$ cat src/rtl/bcd_result_encoder.sv
// Sequential signed-binary to sign-magnitude BCD converter (shift-add-3, one bit per clock).
// Optional macro BCD_LEADING_BLANK_EN replaces leading zero digits above digit 0 with code 11 (blank).
module bcd_result_encoder #(
  parameter int IN_W   = 16,
  parameter int DIGITS = 5
) (
  input  logic                  clk,
  input  logic                  rst,
  input  logic                  start,
  input  logic [IN_W-1:0]       value,
  output logic                  busy,
  output logic                  done,
  output logic                  sign,
  output logic [4*DIGITS-1:0]   bcd,
  output logic [1:0]            o_dbg_state
);

  localparam int BW = 4 * DIGITS;
  localparam int CW = $clog2(IN_W + 1);

  // Handshake: start is accepted on any rising edge where the FSM sits in IDLE;
  // busy covers the cycle after acceptance through the done cycle, and done is a
  // single-cycle pulse marking a fresh, stable sign/bcd result.
  typedef enum logic [1:0] {
    S_IDLE  = 2'd0,
    S_SHIFT = 2'd1,
    S_DONE  = 2'd2
  } state_t;

  state_t          r_state;
  state_t          w_next;
  logic [CW-1:0]   r_count;
  logic [IN_W-1:0] r_mag;
  logic [BW-1:0]   r_scratch;
  logic [BW-1:0]   r_bcd;
  logic            r_sign_cap;
  logic            r_sign;
  logic            r_done;
  logic [IN_W-1:0] w_mag_in;
  logic [BW-1:0]   w_adj;
  logic [BW-1:0]   w_final;

  // Two's-complement negate is exact for the most negative value (0x8000 -> 0x8000 unsigned).
  assign w_mag_in = value[IN_W-1] ? (~value + IN_W'(1)) : value;

  always_ff @(posedge clk or negedge rst) begin
    if (!rst) r_state <= S_IDLE;
    else      r_state <= w_next;
  end

  always_comb begin
    w_next = r_state;
    case (r_state)
      S_IDLE:  if (start) w_next = S_SHIFT;
      S_SHIFT: if (r_count == CW'(1)) w_next = S_DONE;
      S_DONE:  w_next = S_IDLE;
      default: w_next = S_IDLE;
    endcase
  end

  always_comb begin
    w_adj = r_scratch;
    for (int k = 0; k < DIGITS; k++) begin
      if (r_scratch[4*k +: 4] >= 4'd5) w_adj[4*k +: 4] = r_scratch[4*k +: 4] + 4'd3;
    end
  end

`ifdef BCD_LEADING_BLANK_EN
  logic w_lead;
  always_comb begin
    w_final = r_scratch;
    w_lead  = 1'b1;
    for (int k = DIGITS - 1; k >= 1; k--) begin
      if (w_lead && (r_scratch[4*k +: 4] == 4'd0)) w_final[4*k +: 4] = 4'd11;
      else                                         w_lead = 1'b0;
    end
  end
`else
  always_comb begin
    w_final = r_scratch;
  end
`endif

  always_ff @(posedge clk or negedge rst) begin
    if (!rst) begin
      r_count    <= '0;
      r_mag      <= '0;
      r_scratch  <= '0;
      r_bcd      <= '0;
      r_sign_cap <= 1'b0;
      r_sign     <= 1'b0;
      r_done     <= 1'b0;
    end else begin
      r_done <= 1'b0;
      case (r_state)
        S_IDLE: begin
          if (start) begin
            r_sign_cap <= value[IN_W-1];
            r_mag      <= w_mag_in;
            r_scratch  <= '0;
            r_count    <= CW'(IN_W);
          end
        end
        S_SHIFT: begin
          r_scratch <= {w_adj[BW-2:0], r_mag[IN_W-1]};
          r_mag     <= {r_mag[IN_W-2:0], 1'b0};
          r_count   <= r_count - CW'(1);
        end
        S_DONE: begin
          // A zero scratch means a zero magnitude, so no minus sign is shown.
          r_bcd  <= w_final;
          r_sign <= r_sign_cap & (|r_scratch);
          r_done <= 1'b1;
        end
        default: ;
      endcase
    end
  end

  assign busy        = (r_state != S_IDLE) | r_done;
  assign done        = r_done;
  assign sign        = r_sign;
  assign bcd         = r_bcd;
  assign o_dbg_state = r_state;

endmodule

$ cat config.mk
export PLATFORM = sky130hd
export DESIGN_NAME = bcd_result_encoder
export DESIGN_NICKNAME = d
export VERILOG_FILES = /design/src/rtl/bcd_result_encoder.sv
export SDC_FILE = /design/constraint.sdc
export NUM_CORES = 1
export LEC_CHECK = 0
export CAP_MARGIN = 20
export CORE_MARGIN = 2
export CORE_UTILIZATION = 45
export CTS_CLUSTER_SIZE = 14
export DETAILED_ROUTE_END_ITERATION = 12
export DONT_BUFFER_PORTS = 1
export MAX_ROUTING_LAYER = met4
export SLEW_MARGIN = 20
export SYNTH_ARGS = -nofsm -noshare
export SYNTH_HDL_FRONTEND = slang
export SYNTH_SLANG_ARGS = --single-unit
$ cat constraint.sdc
create_clock -name clk -period 4.23 [get_ports clk]
set_input_delay 0.846 -clock clk [delete_from_list [all_inputs] [get_ports clk]]
set_output_delay 0.846 -clock clk [all_outputs]
set_load 0.05 [all_outputs]
Word level (Yosys, flattened, before mapping)
Index checks and enable logic that the tools add are counted.
{ "op_classes": {"mux": 16, "mul": 0, "reduce_logical": 7, "order_cmp": 5, "n_eq_ne": 5, "div": 0, "n_addsub": 7, "bitwise": 3, "shift": 0} }
{ "ops": {"columns": ["cell", "count"], "rows": [
  ["$pmux 20 s2", 1],
  ["$mux 16", 2],
  ["$pmux 16 s2", 1],
  ["$ge 4x3->1 const B", 5],
  ["$mux 20", 1],
  ["$reduce_or 20->1", 1],
  ["$add 16x1->16 const B", 1],
  ["$add 4x2->4 const B", 4],
  ["$mux 4", 4],
  ["$not 16->16", 1],
  ["$pmux 5 s2", 1],
  ["$reduce_and 2->1", 3],
  ["$eq 5x1->1 const B", 1],
  ["$mux 5", 1],
  ["$sub 5x1->5 const B", 1],
  ["$mux 2", 2],
  ["$ne 2x2->1 const B", 2],
  ["$pmux 2 s2", 1],
  ["$reduce_bool 2->1", 2],
  ["$add 3x2->3 const B", 1],
  ["$mux 3", 1],
  ["$eq 2x1->1 const B", 1],
  ["$eq 2x2->1 const B", 1],
  ["$logic_not 2->1", 1],
  ["other kinds (3)", 3]
]} }
{ "totals": {"in_bits": 19, "output_inout_bits": 25, "mem_bits_ro": 0, "elab_cells": 51, "ramBits": 0, "memories": 0, "regBits": 66, "latchBits": 0} }

Longest topological paths before layout
{ "logic_depth": {"ltp_word": 5, "ltp_mapped": 7, "depth_no_buf": 7} }

Worst setup path before layout
OpenSTA, ideal clock, no wires.
{ "synth_path": {"path_type": "register to output", "from": "reg r_state[1], in the netlist o_dbg_state[1]", "to": "out busy", "stages_incl_launch_ff": 2, "n_path_buf": 0, "arrival_time_ns": 1.231, "slack_ns": 2.153, "t_required_ns": 3.384, "cell_sequence": "dfrtp_1 > or3_1"} }
{ "synth_via": {"elab_chain_cells": 2} }
{ "synth_rtl": {"columns": ["item", "line_no", "rtl"], "rows": [
  ["start, declared", "30", "state_t r_state;"],
  ["start signal, assigned", "48", "else r_state <= w_next;"],
  ["$reduce_bool 2->1", "120", "assign busy = (r_state != S_IDLE) | r_done;"],
  ["$or 1x1->1", "120", null],
  ["end, declared", "11", "output logic busy,"]
]} }
Every way passes these cells.

Final worst setup path
Ends and elaborated chain as after synthesis.

==> flow_summary.ini <==
[grt]
grt_pass1_wl_um = 11430
grt_max_degree = 67
met3_usage_pct = 4.848
grt_pass1_vias = 2425
groute.usage.overall_pct = 17.62
top_usage_layer = met2
antenna_found_initial = 0
grt-ovfl-total = 0
grtUsageMet1_pct = 22.84
use_met2_pct = 26.47

[clock_tree]
cts_buffers = 9
cts_root_buf = clkbuf_8
clkLatencyLatePin_ns = 0.34
clk_path_buf_depth = 2
cts_tree = yes
cts_hold_buf = 0
post_cts_buffers = 0
cts_resized = 0
ctsHtreeMaxLevel = 3
clkSlewWorstSetupHoldPaths_ns = 0.07
clock-sinks = 66

[setup_path]
critPathTopFamily = simple AND/OR/NAND/NOR gates
critPathSlowestCell = or3_1
criticalPathCategory = reg -> out
r2r_slack_ns = 1.92
cp_max_fo = 6
crit_chain = or3_1
critPathBufInv = 0
crit_required_ns = 3.38
cp-end-kind = primary output
start_kind = flop
max_stage_delay_ns = 0.68
worstPathArrival_ns = 1.62

[die]
start_util_pct = 45.90
core_area_um2 = 7607
fp-row-count = 32
die_area_um2 = 8481
die_x_um = 92.09
die_y_um = 92.09
ios = 44

[cells_and_area]
antenna_cells = 0
final_util_pct = 49.42
drive_above_1_share_pct = 11.46
nNetsFinal = 380
fin_area_um2 = 3760
area_growth_pct = 7.668

[pwr]
power_leakage_nw = 1.579
peakVddDrop_uv = 201.2
p_per_area_nw_per_um2 = 712.8
total_power_mw = 2.680

[sta]
fmax_mhz = 405.2
hold_viol = 0
finalMaxSlewViolations = 0
grt_setup_unrepaired = no
worstMarginPinSlew_ns = 0.9312
min_period_ns = 2.468
setup_viol = 0
slew_headroom_pct = 37.92
tns_ns = 0
finalCritPeriodShare_pct = 58.35
fin_skew_ns = 0.01014

[synth]
synth_seq_cells = 66
synth_nets = 382
synthFlopType = dfrtp_1
yosysWarnings = 0
synthArstFlopShare_pct = 100.0
syn_inst = 346
yosysSeqAreaShare_pct = 47.29
synth_area_um2 = 3492
avgSynthCellArea_um2 = 10.09
ys_types = 40
synth-edff-count = 0

[drt]
via_per_inst = 5.532
vias = 2495
drc = 0
drt-pass1-iter-count = 4
drtIter0Drc = 114
wirelength_um = 6786
wl_per_cell_um = 15.05
ant_nets = 0

[run_status]
status = finished, final reports clean

[place]
globalplace.congestion = 0.7818
place_area_um2 = 3581
port_buffers = 0
hpwlAfterDp_um = 4781

[hold_path]
hp-class = in -> async

[flow_run]
cap_violations = 0
## stage by stage
stage | worst slack [ns] | std cells | hold WS [ns]
final | 1.762 | 451 | 0.1947
after floorplan | 2.153 | 346 | 0.4393
after global placement | 1.921 | 435 | 0.4663
after global routing | 1.674 | 451 | 0.1682
after CTS | 1.751 | 451 | 0.1839
after detailed placement | 1.902 | 435 | 0.4706
## logic make-up (layout without fill, tap and decap cells)
kind of cell / Yosys count / after routing / share of synthesized area (%)
AND/OR/NAND/NOR: 112 / 112 / 17.84
AO/OA/AOI/OAI: 89 / 89 / 16.55
flip-flops: 66 / 66 / 47.29
buffers and inverters: 32 / 35 / 3.655
multiplexers: 19 / 19 / 5.805
adder cells (fa/ha/maj): 17 / 17 / 6.091
XOR/XNOR: 11 / 11 / 2.759
## sequential cells by signal, summed over array words and instances (netlist names)
name,flops
bcd,20
r_scratch,20
r_mag,16
r_count,5
o_dbg_state,2
done,1
r_sign_cap,1
sign,1
## where the power goes
part | total, mW | switching [mW] | internal (mW)
clock network | 0.502 | 0.230 | 0.272
logic | 0.904 | 0.515 | 0.389
registers | 1.27 | 0.406 | 0.869
total | 2.68 | 1.15 | 1.53
## final cells by class
type | count | area [um2]
inverter | 15 | 56.30
fill | 721 | 3847
clock inverter | 3 | 40.04
tap | 102 | 127.6
sequential | 66 | 1652
multi-input combinational | 248 | 1715
clock buffer | 13 | 138.9
timing repair buffer | 4 | 30.03
## metal layers
metal | wire length (um) | up-vias | share of wire [%]
met5 | 0 | - | 0
met4 | 114 | 0 | 1.7
met3 | 322 | 9 | 4.7
met2 | 3091 | 52 | 46
met1 | 3258 | 1206 | 48
li1 | - | 1228 | -
## Yosys cell counts, drive strengths merged, types with 9 or more instances
| cell type | number | area (um2) |
|---|---|---|
| dfrtp | 66 | 1652 |
| nand2 | 38 | 150.2 |
| o21ai | 37 | 185.2 |
| nand3 | 21 | 105.1 |
| ha | 17 | 212.7 |
| nor2 | 16 | 62.56 |
| inv | 15 | 56.30 |
| a22oi | 13 | 97.59 |
| a21oi | 12 | 60.06 |
| clkbuf | 11 | 41.29 |
| mux2 | 10 | 112.6 |
| o211ai | 10 | 90.09 |
| mux2i | 9 | 90.09 |
| nor2b | 9 | 56.30 |
| o31ai | 9 | 67.56 |
## worst paths after layout
path	start	end	cells after the start
worst max-delay path	o_dbg_state[1]$_DFFE_PN0P_	busy	1
worst min-delay path	rst	bcd[18]$_DFFE_PN0P_	0
worst max register to register	o_dbg_state[1]$_DFFE_PN0P_	r_mag[9]$_DFFE_PN0P_	5
worst min register to register	r_mag[15]$_DFFE_PN0P_	r_scratch[0]$_DFFE_PN0P_	2
max in group asynchronous	rst	r_scratch[6]$_DFFE_PN0P_	0
min in group clk	r_mag[15]$_DFFE_PN0P_	r_scratch[0]$_DFFE_PN0P_	2
## cell usage in the layout (no fill, tap or decap), types with 2 or more instances in the layout
master,count
dfrtp_1,66
o32ai_1,2
a21oi_1,12
nor4_4,3
nand3_1,21
and2_1,2
o211ai_2,3
o211ai_1,7
nand2_2,3
clkbuf_8,9
mux2i_1,9
o31ai_1,9
nor2b_1,8
inv_1,15
nand2b_1,7
ha_1,17
buf_4,4
nor2_1,15
a32o_1,5
mux2_2,9
o21ai_0,37
nand2_1,35
xnor2_1,7
clkbuf_1,4
a22oi_1,13
nor3_1,2
nor4b_1,3
nor3b_1,2
xor2_1,4
clkinv_2,2
(Power assumes the default switching activity.)
